--- src/rtl/pnr_core_pkg.sv ---
// pnr_core_pkg
//   Shared definitions for the PNR-Core pipeline: funct3 access-size codes and
//   the memory-access stage FSM state encoding.
package pnr_core_pkg;

   // Load funct3 codes
   localparam logic [2:0] F3_LB  = 3'b000;
   localparam logic [2:0] F3_LH  = 3'b001;
   localparam logic [2:0] F3_LW  = 3'b010;
   localparam logic [2:0] F3_LBU = 3'b100;
   localparam logic [2:0] F3_LHU = 3'b101;

   // Store funct3 codes
   localparam logic [2:0] F3_SB  = 3'b000;
   localparam logic [2:0] F3_SH  = 3'b001;
   localparam logic [2:0] F3_SW  = 3'b010;

   typedef enum logic [1:0] {
      MEM_IDLE        = 2'd0,
      MEM_WAIT_GNT    = 2'd1,
      MEM_WAIT_RVALID = 2'd2
   } mem_state_e;

endpackage

--- src/rtl/memory_access_if.sv ---
// memory_access_if
//   Data-memory request/grant/response bus.
//   master: req, we, addr (word aligned), wdata, be out; gnt, rvalid, rdata in.
//   slave : the memory side of the same bus.
interface memory_access_if #(
   parameter int unsigned XLEN = 32
) ();

   logic              req;
   logic              we;
   logic [XLEN-1:0]   addr;
   logic [XLEN-1:0]   wdata;
   logic [XLEN/8-1:0] be;
   logic              gnt;
   logic              rvalid;
   logic [XLEN-1:0]   rdata;

   modport master (
      output req, we, addr, wdata, be,
      input  gnt, rvalid, rdata
   );

   modport slave (
      input  req, we, addr, wdata, be,
      output gnt, rvalid, rdata
   );

endinterface

--- src/rtl/load_store_align.sv ---
// load_store_align
//   Purely combinational lane logic for the memory-access stage.
//   funct3_i     : access size / signedness
//   offset_i     : byte offset within the word (addr[1:0])
//   store_data_i : raw store data
//   rdata_i      : raw word returned by memory
//   be_o         : byte enables
//   wdata_o      : store data replicated across byte lanes
//   load_data_o  : extracted and extended load value
//   misaligned_o : access size does not fit the offset
module load_store_align
   import pnr_core_pkg::*;
(
   input  logic [2:0]  funct3_i,
   input  logic [1:0]  offset_i,
   input  logic [31:0] store_data_i,
   input  logic [31:0] rdata_i,
   output logic [3:0]  be_o,
   output logic [31:0] wdata_o,
   output logic [31:0] load_data_o,
   output logic        misaligned_o
);

   logic [31:0] lane;

   // Bring the addressed byte/halfword down to bit 0.
   assign lane = rdata_i >> {offset_i, 3'b000};

   assign misaligned_o = ((funct3_i[1:0] == 2'b01) && offset_i[0]) ||
                         (funct3_i[1] && (offset_i != 2'b00));

   always_comb begin
      be_o    = 4'b1111;
      wdata_o = store_data_i;
      case (funct3_i[1:0])
         F3_SB[1:0]: begin
            be_o    = 4'b0001 << offset_i;
            wdata_o = {4{store_data_i[7:0]}};
         end
         F3_SH[1:0]: begin
            be_o    = 4'b0011 << offset_i;
            wdata_o = {2{store_data_i[15:0]}};
         end
         default: ;
      endcase
   end

   always_comb begin
      // Unlisted codes act as LW; for an aligned word lane equals rdata_i.
      load_data_o = lane;
      case (funct3_i)
         F3_LB:   load_data_o = {{24{lane[7]}}, lane[7:0]};
         F3_LH:   load_data_o = {{16{lane[15]}}, lane[15:0]};
         F3_LBU:  load_data_o = {24'h0, lane[7:0]};
         F3_LHU:  load_data_o = {16'h0, lane[15:0]};
         default: ;
      endcase
   end

endmodule

--- src/rtl/memory_access.sv ---
// memory_access
//   Memory-access stage of the PNR-Core pipeline. Runs the data-memory
//   request/grant/response transaction, stalls upstream while it is in
//   flight, and registers the result for write-back.
//   clk_i, rst_i (async, active high)
//   *_mem_i      : execute-stage pipeline register
//   dmem         : data-memory bus (master side)
//   mem_stall_o  : holds IF/ID/EX
//   misaligned_mem_o : current memory access is misaligned
//   *_wb_o       : write-back pipeline register
module memory_access
   import pnr_core_pkg::*;
#(
   parameter int unsigned XLEN = 32
) (
   input  logic            clk_i,
   input  logic            rst_i,

   input  logic [XLEN-1:0] alu_result_mem_i,
   input  logic [XLEN-1:0] latest_rs2_value_mem_i,
   input  logic            load_store_forward_sel_mem_i,
   input  logic            reg_write_en_mem_i,
   input  logic            is_load_instr_mem_i,
   input  logic            is_store_instr_mem_i,
   input  logic [4:0]      rd_label_mem_i,
   input  logic [1:0]      wb_sel_mem_i,
   input  logic [XLEN-1:0] pc_mem_i,
   input  logic [2:0]      funct3_mem_i,

   memory_access_if.master dmem,

   output logic            mem_stall_o,
   output logic            misaligned_mem_o,

   output logic [XLEN-1:0] alu_result_wb_o,
   output logic [XLEN-1:0] load_data_wb_o,
   output logic [XLEN-1:0] pc_wb_o,
   output logic            reg_write_en_wb_o,
   output logic            is_load_instr_wb_o,
   output logic [4:0]      rd_label_wb_o,
   output logic [1:0]      wb_sel_wb_o
);

   mem_state_e      state_q, state_d;
   logic            is_mem;
   logic            misaligned_raw;
   logic            pending;
   logic            req;
   logic            capture_load;
   logic [XLEN-1:0] store_src;
   logic [3:0]      be;
   logic [XLEN-1:0] wdata;
   logic [XLEN-1:0] load_aligned;

   assign is_mem           = is_load_instr_mem_i | is_store_instr_mem_i;
   assign misaligned_mem_o = is_mem & misaligned_raw;
   assign pending          = is_mem & ~misaligned_raw;

   // Load->store back-to-back: the store data is the value just loaded.
   assign store_src = load_store_forward_sel_mem_i ? load_data_wb_o : latest_rs2_value_mem_i;

   load_store_align u_align (
      .funct3_i     (funct3_mem_i),
      .offset_i     (alu_result_mem_i[1:0]),
      .store_data_i (store_src),
      .rdata_i      (dmem.rdata),
      .be_o         (be),
      .wdata_o      (wdata),
      .load_data_o  (load_aligned),
      .misaligned_o (misaligned_raw)
   );

   // State register; reset abandons any outstanding transaction.
   always_ff @(posedge clk_i or posedge rst_i) begin
      if (rst_i) state_q <= MEM_IDLE;
      else       state_q <= state_d;
   end

   // Next state
   always_comb begin
      state_d = state_q;
      unique case (state_q)
         MEM_IDLE: begin
            if (pending) begin
               if (!dmem.gnt)               state_d = MEM_WAIT_GNT;
               else if (is_load_instr_mem_i) state_d = MEM_WAIT_RVALID;
            end
         end
         MEM_WAIT_GNT: begin
            if (dmem.gnt) state_d = is_store_instr_mem_i ? MEM_IDLE : MEM_WAIT_RVALID;
         end
         MEM_WAIT_RVALID: begin
            if (dmem.rvalid) state_d = MEM_IDLE;
         end
         default: state_d = MEM_IDLE;
      endcase
   end

   // Outputs
   always_comb begin
      req          = 1'b0;
      mem_stall_o  = 1'b0;
      capture_load = 1'b0;
      unique case (state_q)
         MEM_IDLE: begin
            req         = pending;
            mem_stall_o = pending & ~(dmem.gnt & is_store_instr_mem_i);
         end
         MEM_WAIT_GNT: begin
            req         = 1'b1;
            mem_stall_o = ~(dmem.gnt & is_store_instr_mem_i);
         end
         MEM_WAIT_RVALID: begin
            mem_stall_o  = ~dmem.rvalid;
            capture_load = dmem.rvalid;
         end
         default: ;
      endcase
   end

   // Bus fields are driven only alongside req so the bus idles at zero.
   assign dmem.req   = req;
   assign dmem.we    = req & is_store_instr_mem_i;
   assign dmem.addr  = req ? {alu_result_mem_i[XLEN-1:2], 2'b00} : '0;
   assign dmem.wdata = req ? wdata : '0;
   assign dmem.be    = req ? be : '0;

   // Write-back register; a stall inserts a bubble.
   always_ff @(posedge clk_i or posedge rst_i) begin
      if (rst_i) begin
         alu_result_wb_o    <= '0;
         load_data_wb_o     <= '0;
         pc_wb_o            <= '0;
         reg_write_en_wb_o  <= 1'b0;
         is_load_instr_wb_o <= 1'b0;
         rd_label_wb_o      <= '0;
         wb_sel_wb_o        <= '0;
      end else begin
         // load_data_wb_o only changes on a returned load so it stays
         // available for a following forwarded store.
         if (capture_load) load_data_wb_o <= load_aligned;
         if (mem_stall_o) begin
            reg_write_en_wb_o  <= 1'b0;
            is_load_instr_wb_o <= 1'b0;
         end else begin
            alu_result_wb_o    <= alu_result_mem_i;
            pc_wb_o            <= pc_mem_i;
            reg_write_en_wb_o  <= reg_write_en_mem_i & ~misaligned_mem_o;
            is_load_instr_wb_o <= is_load_instr_mem_i;
            rd_label_wb_o      <= rd_label_mem_i;
            wb_sel_wb_o        <= wb_sel_mem_i;
         end
      end
   end

endmodule
--- src/flat_wrapper.sv ---
// flat-port wrapper written by rule: the top's interface ports become plain ports
module memory_access_flat import pnr_core_pkg::*;
#(
   parameter int unsigned XLEN = 32
)
  (clk_i, rst_i, alu_result_mem_i, latest_rs2_value_mem_i, load_store_forward_sel_mem_i, reg_write_en_mem_i, is_load_instr_mem_i, is_store_instr_mem_i, rd_label_mem_i, wb_sel_mem_i, pc_mem_i, funct3_mem_i, mem_stall_o, misaligned_mem_o, alu_result_wb_o, load_data_wb_o, pc_wb_o, reg_write_en_wb_o, is_load_instr_wb_o, rd_label_wb_o, wb_sel_wb_o, dmem_req, dmem_we, dmem_addr, dmem_wdata, dmem_be, dmem_gnt, dmem_rvalid, dmem_rdata);
  memory_access_if #(.XLEN(XLEN)) dmem_i ();
  input  logic clk_i;
  input  logic rst_i;
  input  logic [XLEN-1:0] alu_result_mem_i;
  input  logic [XLEN-1:0] latest_rs2_value_mem_i;
  input  logic load_store_forward_sel_mem_i;
  input  logic reg_write_en_mem_i;
  input  logic is_load_instr_mem_i;
  input  logic is_store_instr_mem_i;
  input  logic [4:0] rd_label_mem_i;
  input  logic [1:0] wb_sel_mem_i;
  input  logic [XLEN-1:0] pc_mem_i;
  input  logic [2:0] funct3_mem_i;
  output logic mem_stall_o;
  output logic misaligned_mem_o;
  output logic [XLEN-1:0] alu_result_wb_o;
  output logic [XLEN-1:0] load_data_wb_o;
  output logic [XLEN-1:0] pc_wb_o;
  output logic reg_write_en_wb_o;
  output logic is_load_instr_wb_o;
  output logic [4:0] rd_label_wb_o;
  output logic [1:0] wb_sel_wb_o;
  output wire logic [$bits(dmem_i.req)-1:0] dmem_req;
  output wire logic [$bits(dmem_i.we)-1:0] dmem_we;
  output wire logic [$bits(dmem_i.addr)-1:0] dmem_addr;
  output wire logic [$bits(dmem_i.wdata)-1:0] dmem_wdata;
  output wire logic [$bits(dmem_i.be)-1:0] dmem_be;
  input wire logic [$bits(dmem_i.gnt)-1:0] dmem_gnt;
  input wire logic [$bits(dmem_i.rvalid)-1:0] dmem_rvalid;
  input wire logic [$bits(dmem_i.rdata)-1:0] dmem_rdata;
  assign dmem_req = dmem_i.req;
  assign dmem_we = dmem_i.we;
  assign dmem_addr = dmem_i.addr;
  assign dmem_wdata = dmem_i.wdata;
  assign dmem_be = dmem_i.be;
  assign dmem_i.gnt = dmem_gnt;
  assign dmem_i.rvalid = dmem_rvalid;
  assign dmem_i.rdata = dmem_rdata;
  memory_access #(.XLEN(XLEN)) u_core (.clk_i(clk_i), .rst_i(rst_i), .alu_result_mem_i(alu_result_mem_i), .latest_rs2_value_mem_i(latest_rs2_value_mem_i), .load_store_forward_sel_mem_i(load_store_forward_sel_mem_i), .reg_write_en_mem_i(reg_write_en_mem_i), .is_load_instr_mem_i(is_load_instr_mem_i), .is_store_instr_mem_i(is_store_instr_mem_i), .rd_label_mem_i(rd_label_mem_i), .wb_sel_mem_i(wb_sel_mem_i), .pc_mem_i(pc_mem_i), .funct3_mem_i(funct3_mem_i), .dmem(dmem_i), .mem_stall_o(mem_stall_o), .misaligned_mem_o(misaligned_mem_o), .alu_result_wb_o(alu_result_wb_o), .load_data_wb_o(load_data_wb_o), .pc_wb_o(pc_wb_o), .reg_write_en_wb_o(reg_write_en_wb_o), .is_load_instr_wb_o(is_load_instr_wb_o), .rd_label_wb_o(rd_label_wb_o), .wb_sel_wb_o(wb_sel_wb_o));
endmodule
--- config.mk ---
export PLATFORM = sky130hd
export DESIGN_NAME = memory_access_flat
export DESIGN_NICKNAME = d
export VERILOG_FILES = /design/src/rtl/pnr_core_pkg.sv /design/src/rtl/memory_access_if.sv /design/src/rtl/load_store_align.sv /design/src/rtl/memory_access.sv /design/src/flat_wrapper.sv
export SDC_FILE = /design/constraint.sdc
export NUM_CORES = 1
export LEC_CHECK = 0
export ABC_AREA = 1
export CORE_MARGIN = 4
export CORE_UTILIZATION = 39
export CTS_CLUSTER_DIAMETER = 80
export DETAILED_ROUTE_END_ITERATION = 10
export PLACE_DENSITY_LB_ADDON = 0.3
export SYNTH_ARGS = -nofsm -noshare
export SYNTH_HDL_FRONTEND = slang
export SYNTH_HIERARCHICAL = 1
export SYNTH_SLANG_ARGS = --single-unit
--- constraint.sdc ---
create_clock -name clk_i -period 7 [get_ports clk_i]
set_input_delay 1.75 -clock clk_i [delete_from_list [all_inputs] [get_ports clk_i]]
set_output_delay 1.75 -clock clk_i [all_outputs]
set_load 0.01 [all_outputs]
* Word level (Yosys, flattened, before mapping) *
Cells that the tools add are included.

word-level totals
  register bits = 107
  bits of input ports = 146
  output and inout bits = 177
  logic and storage cells = 59

cells by class
  equality and inequality tests = 10
  shift-type cells = 3
  muxes and demuxes = 19
  bitwise operators = 11
  reduce and logical (&&, ||, !) cells = 8

operators with widths
  cell                                                                number
  32-bit one-hot mux with 4 select lines                              1
  32-bit 2-to-1 mux                                                   3
  32-bit one-hot mux with 2 select lines                              1
  32-bit by 5-bit right shift with 32-bit output                      1
  2-bit 2-to-1 mux                                                    6
  4-bit one-hot mux with 2 select lines                               1
  1-bit bitwise AND                                                   6
  3-bit == test (second input constant)                               2
  2-bit one-hot mux with 3 select lines                               1
  2-bit by 1-bit == test with 1-bit output (second input constant)    2
  2-bit zero test                                                     2
  4-bit 2-to-1 mux                                                    1
  2-bit inequality test (second input constant)                       2
  1-bit inverter                                                      4
  4-bit AND reduction                                                 1
  1-bit by 2-bit left shift with 4-bit output (first input constant)  1
  2-bit by 2-bit left shift with 4-bit output (first input constant)  1
  3-bit by 1-bit == test with 1-bit output (second input constant)    1
  3-bit zero test                                                     1
  1-bit 2-to-1 mux                                                    3
  3-bit inequality test (second input constant)                       1
  1-bit one-hot mux with 3 select lines                               1
  2-bit == test (second input constant)                               1
  1-bit logical AND                                                   2
  other kinds (5)                                                     5

* Longest topological paths before layout *
Gate-level depths: netlist of the first run.

  word-level depth = 8
  depth in mapped cells = 15
  gate-level depth less buffers = 12

* Cells and area by module *
Netlist of the first run, hierarchy kept.

by module, submodules not included
  module            instances  cells each  area an instance (µm²)
  memory_access     1          666         5225.0
  load_store_align  1          259         1336.3

* Worst setup path after synthesis of the first run *
No wires, ideal clock.

  path type = input to output
  start = input alu_result_mem_i[1]
  end = output dmem_be[0]
  data arrival time = 3345 ps
  required time = 5250 ps
  path slack = 1905 ps
  stages on the path = 13
  buffers on the path = 4
  cell sequence = buf_4 > inv_2 > clkbuf_1 > a22oi_1 > inv_1 > nand2_1 > inv_1 > nand2_1 > nand2_1 > inv_1 > buf_2 > buf_2 > nor2_1

on the way
  word-level cells in the longest chain between the ends = 7
  elaborated cells on any way between the ends = 10
  those cells by class = shift: 2; mux: 3; bitwise: 2; reduce/logical: 3

ends and longest elaborated chain
  what                                   RTL line                source
  start: declaration                     flat_wrapper.sv:10      input logic [XLEN-1:0] alu_result_mem_i;
  2-bit nonzero test                     load_store_align.sv:30  (funct3_i[1] && (offset_i != 2'b00));
  1-bit logical AND                      load_store_align.sv:30
  1-bit logical OR                       load_store_align.sv:29  assign misaligned_o = ((funct3_i[1:0] == 2'b01) && offset_i[0]) ||
  named net u_core.misaligned_raw        memory_access.sv:46     logic misaligned_raw;
  1-bit inverter                         memory_access.sv:57     assign pending = is_mem & ~misaligned_raw;
  1-bit bitwise AND                      memory_access.sv:57
  1-bit one-hot mux with 2 select lines  memory_access.sv:104    unique case (state_q)
  named net dmem_req                     flat_wrapper.sv:29      output wire logic [$bits(dmem_i.req)-1:0] dmem_req;
  4-bit 2-to-1 mux                       memory_access.sv:126    assign dmem.be = req ? be : '0;
  end: declaration                       flat_wrapper.sv:33      output wire logic [$bits(dmem_i.be)-1:0] dmem_be;

The timed path passes the listed nets, and every way through them passes these cells.

* Worst setup path after layout of the first run *
  start = input funct3_mem_i[1]
  end = output dmem_addr[13]

on the way
  word-level cells in the longest chain between the ends = 7
  elaborated cells on any way between the ends = 8
  those cells by class = eq/ne: 1; mux: 2; bitwise: 2; reduce/logical: 3

ends and longest elaborated chain
  what                                       RTL line                source
  start: declaration                         flat_wrapper.sv:19      input logic [2:0] funct3_mem_i;
  2-bit by 1-bit == test with 1-bit output   load_store_align.sv:29
  1-bit logical AND                          load_store_align.sv:29
  1-bit logical OR (*)                       load_store_align.sv:29
  named net u_core.misaligned_raw            memory_access.sv:46
  1-bit inverter (*)                         memory_access.sv:57
  1-bit bitwise AND (*)                      memory_access.sv:57
  1-bit one-hot mux with 2 select lines (*)  memory_access.sv:104
  32-bit 2-to-1 mux (*)                      memory_access.sv:124    assign dmem.addr = req ? {alu_result_mem_i[XLEN-1:2], 2'b00} : '0;
  end: declaration                           flat_wrapper.sv:31      output wire logic [$bits(dmem_i.addr)-1:0] dmem_addr;

The timed path passes the listed nets; every way through them passes the cells marked *.

==> key figures, run 1 <==
Synth
  • Mapped Cells: a little over 900
  • Register area share after synthesis: between 40% and 50%
  • Largest family of logic cells by synthesized area: simple AND/OR/NAND/NOR gates
  • Synth cell types: 29
  • Simple-gate share of the synthesized area: between 30% and 40%
  • Post-Synthesis Cell Area: about 0.0066 sq mm
  • Synth warnings: 6
  • Synth Area in Compound Gates: 5.49%
  • Post-Synth XOR/XNOR Area: 0%
  • Yosys reg bits: ~110
  • Mux contribution to synthesized area: under 10%
  • Mean Syn Cell Area: ~7 sq um
  • Adder-cell share of the synthesized area: 0%

Setup path
  • CP top delay family: buffers and inverters
  • CP peak stage delay: about 0.5 ns
  • CP cell instances: clkdlybuf4s50_1 -> inv_6 -> nand2_2 -> inv_1 -> nand2_1 -> a22oi_1 -> inv_1 -> nand2_1 -> inv_1 -> nand2_1 -> nand2_1 -> inv_2 -> buf_12 -> nor2_1 -> clkdlybuf4s50_1
  • Worst r2r path cells: 3
  • CP endpoint kind: output pin
  • CP max FO: between 60 and 70
  • Crit Reg-Reg Endpoint: u_core/load_data_wb_o[24]
  • Crit Path Class: input port to output pin
  • CP Data Arrival Time: ~4.5 ns
  • CP max-delay cell: clkdlybuf4s50_1
  • Critical Path RT: roughly 5.3 ns
  • Crit start category: input port
  • Worst R2R Setup Slack: around 5 ns
  • Launching point of the worst reg2reg path: u_core/state_q[0]
  • Most Frequent Cell on Critical Path: nand2_1
  • Worst path bufs/invs: 8

Placement
  • GP Congestion: around 0.94
  • # port buffers: 320
  • Hpwl dp: between 15000 and 20000 microns

Route
  • DRC: 0
  • Vias/cell: 4.87
  • 1st-pass router iterations: 5
  • Vias: ~6900
  • Post-route antenna net violation count: 0
  • Post-Route WL: 25000 microns
  • Avg WL per Cell: between 15 and 20 microns
  • Initial drt markers: about 480

Layout
  • Fillers: 1506
  • Final Util: 60.8%
  • Final #Nets: between 1000 and 1500
  • FF/Latch Area: around 0.0027 sq mm
  • Layout cell share with drive strength beyond 1: 7.65%
  • Multi-input logic area: ~0.0030 sq mm
  • Area grow syn2layout: 53.0%
  • N_diodes: 0

GRT
  • Grt met3 use: 7.52%
  • GR peak layer: met2
  • Total congestion overflow: 0
  • GRT Total Usage: approximately 25%
  • Largest net degree at the start of global routing: 74
  • Global-route wire length before repair: between 30000 and 40000 microns
  • Grt met2 use: 42.9%
  • Vias in the first global route: between 6000 and 7000
  • Met1 usage: a little under a third
  • Initial antenna violation count: 1

Clock tree
  • Num CTS Buffers: 9
  • Clk_lat worst skew: 0.36 ns
  • CTS tree: yes
  • Post-CTS sizing: 0
  • CTS Hold Bufs: 0
  • Setup bufs post-CTS: 0
  • Clock tree buffer depth: 2
  • H-tree Lvls: 3
  • Clock slew at reported path FFs: roughly 0.080 ns
  • Clock Sinks: between 100 and 150
  • Root buffer selected by CTS: clkbuf_16

Flow run
  • Max_cap viols: 0

Timing
  • Final setup violation count: 0
  • Worst-Margin Slew: ~1.0 ns
  • Max_slew headroom: 30.6%
  • Setup TNS: 0 ns
  • F_max: 161 MHz
  • Hold Fails Final Rpt: 0
  • WHS: between 0.4 and 0.5 ns
  • Period utilisation layout: between 80% and 90%
  • Max-slew violations: 0
  • RSZ-0062 raised after global routing: no
  • Worst Clk Skew: about 0.0053 ns
  • Final worst path period need: 6.20 ns

Power and ir drop
  • Power after layout: roughly 0.0037 W
  • Max VDD drop: 0.197 mV
  • Leak: approximately 5 nW
  • PD cells: between 300 and 400 mW/mm^2

Worst hold path
  • Hold Startpoint: u_core/pc_wb_o[31]
  • Hold WC Path Type: flop to flop
  • WHS Path Cells: 2
  • Hold Path Sink: u_core/pc_wb_o[31]

Floorplan
  • Chip Height: between 100 and 150 microns
  • Die area: ~0.019 sq mm
  • Die W: ~140 microns
  • Ports: 323
  • Initial Util: about two fifths
  • Core area: roughly 0.017 sq mm
  • Core Rows: 47

Outcome
  • Status: complete, no violations
where the power goes:
part	internal [W]	total (W)	leakage, nW	switching [W]
Clock	0.000285	0.000532	0.154	0.000247
Combinational	0.00101	0.00203	3.51	0.00102
Sequential	0.000914	0.00111	1.32	0.000200
Total	0.00220	0.00367	4.99	0.00147
routing by layer:
layer	share of wire [%]	wire [microns]	up-vias
met2	48	12100	302
met4	3.2	809	2
li1	-	-	3385
met5	0.052	13	-
met1	38	9480	3195
met3	10	2570	50
placed cells by master, fill, tap and decap left out, types with 3 or more instances in the layout:
master | Yosys | final
clkdlybuf4s50_1 | 0 | 320
nand2_1 | 311 | 310
inv_1 | 120 | 118
dfrtp_1 | 107 | 107
nand3_1 | 99 | 98
nor2_1 | 85 | 85
o21ai_0 | 38 | 38
mux2_2 | 30 | 30
nand3_2 | 14 | 15
a21oi_1 | 15 | 15
clkbuf_16 | 0 | 9
buf_4 | 17 | 9
o21ai_1 | 7 | 7
o211ai_1 | 7 | 7
nand2_2 | 4 | 5
inv_2 | 3 | 4
nor2_2 | 3 | 3
nand3_4 | 3 | 3
area by class of cell:
type | instances | area share [%]
Clock inverter | 7 | 0.835
Clock buffer | 9 | 2.24
Multi-Input combinational cell | 626 | 30.0
Sequential cell | 107 | 26.7
Timing Repair Buffer | 330 | 32.8
Inverter | 124 | 4.71
Tap cell | 220 | 2.74
registers in the layout (all words and copies together), names as in the netlist:
signal                     flops
u_core/reg_write_en_wb_o       1
u_core/is_load_instr_wb_o      1
u_core/load_data_wb_o         32
u_core/alu_result_wb_o        32
u_core/state_q                 2
u_core/pc_wb_o                32
u_core/wb_sel_wb_o             2
u_core/rd_label_wb_o           5
through the flow:
step	instance area [sq um]	worst slack, ns	instances
finish	10000	0.802	1423
global route	10000	0.599	1423
CTS	10000	0.814	1423
detailed placement	9730	0.816	1407
global placement	9730	0.879	1407
floorplan	6570	1.91	926
worst reg2reg max path, cell delays in order, from the launching register on:
cell and delay (ns):
dfrtp_1 0.42, inv_2 0.09, nand3_2 0.77, o21ai_0 0.52
worst max-delay path by stage:
stage,start,endpoint,cells past startpoint
after floorplan,alu_result_mem_i[1],dmem_be[0],13
after global placement,funct3_mem_i[1],dmem_be[3],15
after detailed placement,funct3_mem_i[1],dmem_be[3],15
after CTS,funct3_mem_i[1],dmem_be[3],15
after global routing,funct3_mem_i[1],dmem_wdata[9],15
final,funct3_mem_i[1],dmem_addr[13],15
synth_stat cells:
cell | count | share of area, %
inv_2 | 3 | 0.17
nor2_2 | 3 | 0.29
buf_1 | 3 | 0.17
nand2_2 | 4 | 0.38
buf_2 | 16 | 1.2
mux2_2 | 30 | 5.1
a22oi_1 | 1 | 0.11
nand3_4 | 3 | 0.80
nand3_2 | 14 | 2.1
buf_8 | 2 | 0.46
nor2_4 | 2 | 0.34
o21ai_1 | 7 | 0.53
and2_1 | 1 | 0.095
o21ai_0 | 38 | 2.9
dfrtp_1 | 107 | 41
nand3_1 | 99 | 7.6
conb_1 | 1 | 0.057
nand4_2 | 1 | 0.19
buf_6 | 7 | 1.2
a21oi_1 | 15 | 1.1
inv_6 | 1 | 0.13
buf_4 | 17 | 1.9
mux2_1 | 2 | 0.34
inv_1 | 120 | 6.9
o211ai_1 | 7 | 0.80
nand2_1 | 311 | 18
nand2_4 | 1 | 0.17
clkbuf_1 | 24 | 1.4
nor2_1 | 85 | 4.9
cell families (layout without fill, tap and decap cells):
group                  count (synthesis)  in the layout
AO/OA/AOI/OAI                         68             68
buffers and inverters                193            470
flip-flops                           107            107
multiplexers                          32             32
other                                  1              2
AND/OR/NAND/NOR                      524            524
No activity file was read; power rests on OpenSTA's default activity.
==> run 2, diff against run 1 <==
Settings changed: CTS_CLUSTER_SIZE from default to 20, PLACE_DENSITY from default to 0.75, PLACE_DENSITY_LB_ADDON 0.3 to default.
==> key figures, run 2 (synthesis results as in run 1) <==
Floorplan
  • Die W: 138 microns (unchanged)
  • Chip Height: 138 microns (unchanged)
  • Die area: 0.0190 sq mm (unchanged)
  • Initial Util: 39.7% (unchanged)
  • Core Rows: 47 (unchanged)
  • Ports: 323 (unchanged)
  • Core area: 0.0165 sq mm (unchanged)

Clock tree
  • Clock tree buffer depth: 2 (unchanged)
  • CTS Hold Bufs: 0 (unchanged)
  • Num CTS Buffers: 9 (unchanged)
  • Root buffer selected by CTS: clkbuf_16
  • Clock slew at reported path FFs: 0.08 ns (about the same)
  • Post-CTS sizing: 0 (unchanged)
  • H-tree Lvls: 3 (unchanged)
  • Clk_lat worst skew: 0.36 ns (about the same)
  • Setup bufs post-CTS: 0 (unchanged)
  • CTS tree: yes
  • Clock Sinks: 107 (unchanged)

Timing
  • Max_slew headroom: 27.5% (-3.2 points)
  • Period utilisation layout: 90.3% (+1.7 points)
  • Final WS setup: 0.681 ns (-0.121 ns)
  • Worst Clk Skew: 0.00863 ns (+0.00331 ns)
  • Final setup violation count: 0 (unchanged)
  • RSZ-0062 raised after global routing: no
  • Setup TNS: 0 ns (unchanged)
  • F_max: 158 MHz (-1.9%)
  • Worst-Margin Slew: 1.09 ns (+0.0489 ns)
  • Max-slew violations: 0 (unchanged)
  • Final worst path period need: 6.32 ns (+0.121 ns)
  • Hold Fails Final Rpt: 0 (unchanged)

Setup path
  • CP cell instances: clkdlybuf4s50_1 -> inv_6 -> nand2_2 -> inv_1 -> nand2_1 -> a22oi_1 -> inv_1 -> nand2_1 -> inv_1 -> nand2_1 -> nand2_1 -> inv_2 -> buf_12 -> nor2_1 -> clkdlybuf4s50_1
  • Launching point of the worst reg2reg path: u_core/state_q[0]
  • CP endpoint kind: output pin
  • Most Frequent Cell on Critical Path: nand2_1
  • CP top delay family: buffers and inverters
  • Critical Path RT: 5.25 ns (about the same)
  • CP peak stage delay: 0.49 ns (about the same)
  • Worst path bufs/invs: 8 (unchanged)
  • CP max FO: 56 (-13%)
  • Worst setup startpoint: funct3_mem_i[1]
  • Crit start category: input port
  • CP Data Arrival Time: 4.57 ns (+0.12 ns)
  • CP max-delay cell: clkdlybuf4s50_1
  • Crit Path Class: input port to output pin

Placement
  • Post-DP Area: 0.00973 sq mm (unchanged)
  • Hpwl dp: 19200 microns (about the same)
  • # port buffers: 320 (unchanged)
  • DP Worst Slack: 0.685 ns (-0.131 ns)
  • GP Congestion: 0.932 (-1.4%)

Layout
  • FF/Latch Area: 0.00268 sq mm (unchanged)
  • Layout cell share with drive strength beyond 1: 7.65% (unchanged)
  • Design Area, Final: 0.0100 sq mm (about the same)
  • Leading cell type in the layout, fill and taps excluded: clkdlybuf4s50_1
  • Area grow syn2layout: 52.9% (about the same)
  • N_diodes: 0 (unchanged)
  • Fillers: 1504 (-0.13%)
  • Biggest regs: u_core/alu_result_wb_o: 32 flops, u_core/load_data_wb_o: 32 flops, u_core/pc_wb_o: 32 flops
  • Final #Nets: 1344 (unchanged)
  • Multi-input logic area: 0.00302 sq mm (unchanged)
  • Commonest non-fill, non-tap cells in the layout: clkdlybuf4s50_1, nand2_1, inv_1

Power and ir drop
  • Max VDD drop: 0.189 mV (-3.9%)
  • Power after layout: 0.00366 W (-0.38%)
  • Leak: 4.98 nW (-0.12%)
  • PD cells: 365 mW/mm^2 (-0.28%)

Worst hold path
  • Hold Startpoint: u_core/alu_result_wb_o[25]
  • Hold WC Path Type: flop to flop

GRT
  • Vias in the first global route: 6509 (-1.9%)
  • Initial antenna violation count: 0 (-1)
  • Largest net degree at the start of global routing: 74 (unchanged)
  • GRT Total Usage: 25.3% (-0.11 points)
  • Met1 usage: 30.2% (+0.22 points)
  • Total congestion overflow: 0 (unchanged)
  • GR peak layer: met2
  • Global-route wire length before repair: 36300 microns (-0.36%)
  • Grt met2 use: 43.8% (+0.84 points)
  • Grt met3 use: 6.90% (-0.62 points)

Route
  • 1st-pass router iterations: 5 (unchanged)
  • DRC: 0 (unchanged)
  • Post-Route WL: 25100 microns (+0.63%)
  • Vias/cell: 4.89 (+0.40%)
  • Avg WL per Cell: 17.7 microns (+0.63%)
  • Post-route antenna net violation count: 0 (unchanged)
  • Vias: 6962 (+0.40%)
  • Initial drt markers: 531 (+11%)

Outcome
  • Status: complete, no violations

Flow run
  • Max_cap viols: 0 (unchanged)
-- run 2: cell types whose count changed in the layout (fill, tap and decap cells not counted) --
cell / change
clkinv_8: +1
inv_6: +2
clkinv_2: -1
clkinv_4: -1
bufinv_16: -1
-- run 2: metrics by stage --
stage	utilization, %	instances	hold slack (ns)
finish	60.7	1423	0.472
detailed placement	58.9	1407	0.457
CTS	60.7	1423	0.477
global route	60.7	1423	0.488
global placement	58.9	1407	0.453
floorplan	-	926	0.506
-- run 2: final timing paths --
path                                               to  slack (ns)  depth (start not counted)
setup / recovery                        dmem_wdata[9]        0.68                         15
hold / removal             u_core/alu_result_wb_o[25]        0.47                          2
setup reg to reg             u_core/load_data_wb_o[7]        5.04                          3
hold reg to reg            u_core/alu_result_wb_o[25]        0.47                          2
max in group asynchronous   u_core/load_data_wb_o[15]        3.96                          3
min in group asynchronous     u_core/rd_label_wb_o[1]        1.87                          2
-- run 2: per-layer routing --
metal  part of all wire (%)  vias up
met5                      0        -
met2                     49      291
met3                    9.5       37
li1                       -     3386
met1                     38     3248
met4                    2.6        0
-- run 2: final cells by class --
type / count / share of cell area, %
clock buffer: 9 / 2.25
clock inverter: 7 / 0.736
inverter: 124 / 4.71
multi-input combinational: 626 / 30.1
sequential: 107 / 26.7
tap: 220 / 2.74
timing repair buffer: 330 / 32.8
-- run 2: power by group --
part	leakage (nW)	total, W	internal, W	switching [W]
registers	1.32	0.00111	0.000914	0.000200
logic	3.51	0.00203	0.00101	0.00102
clock network	0.148	0.000517	0.000255	0.000262
-- run 2: worst reg2reg max path, cell delays in order, from the launching register on --
cell     delay [ns]
dfrtp_1        0.43
inv_2          0.09
nand3_2        0.79
o21ai_0        0.54
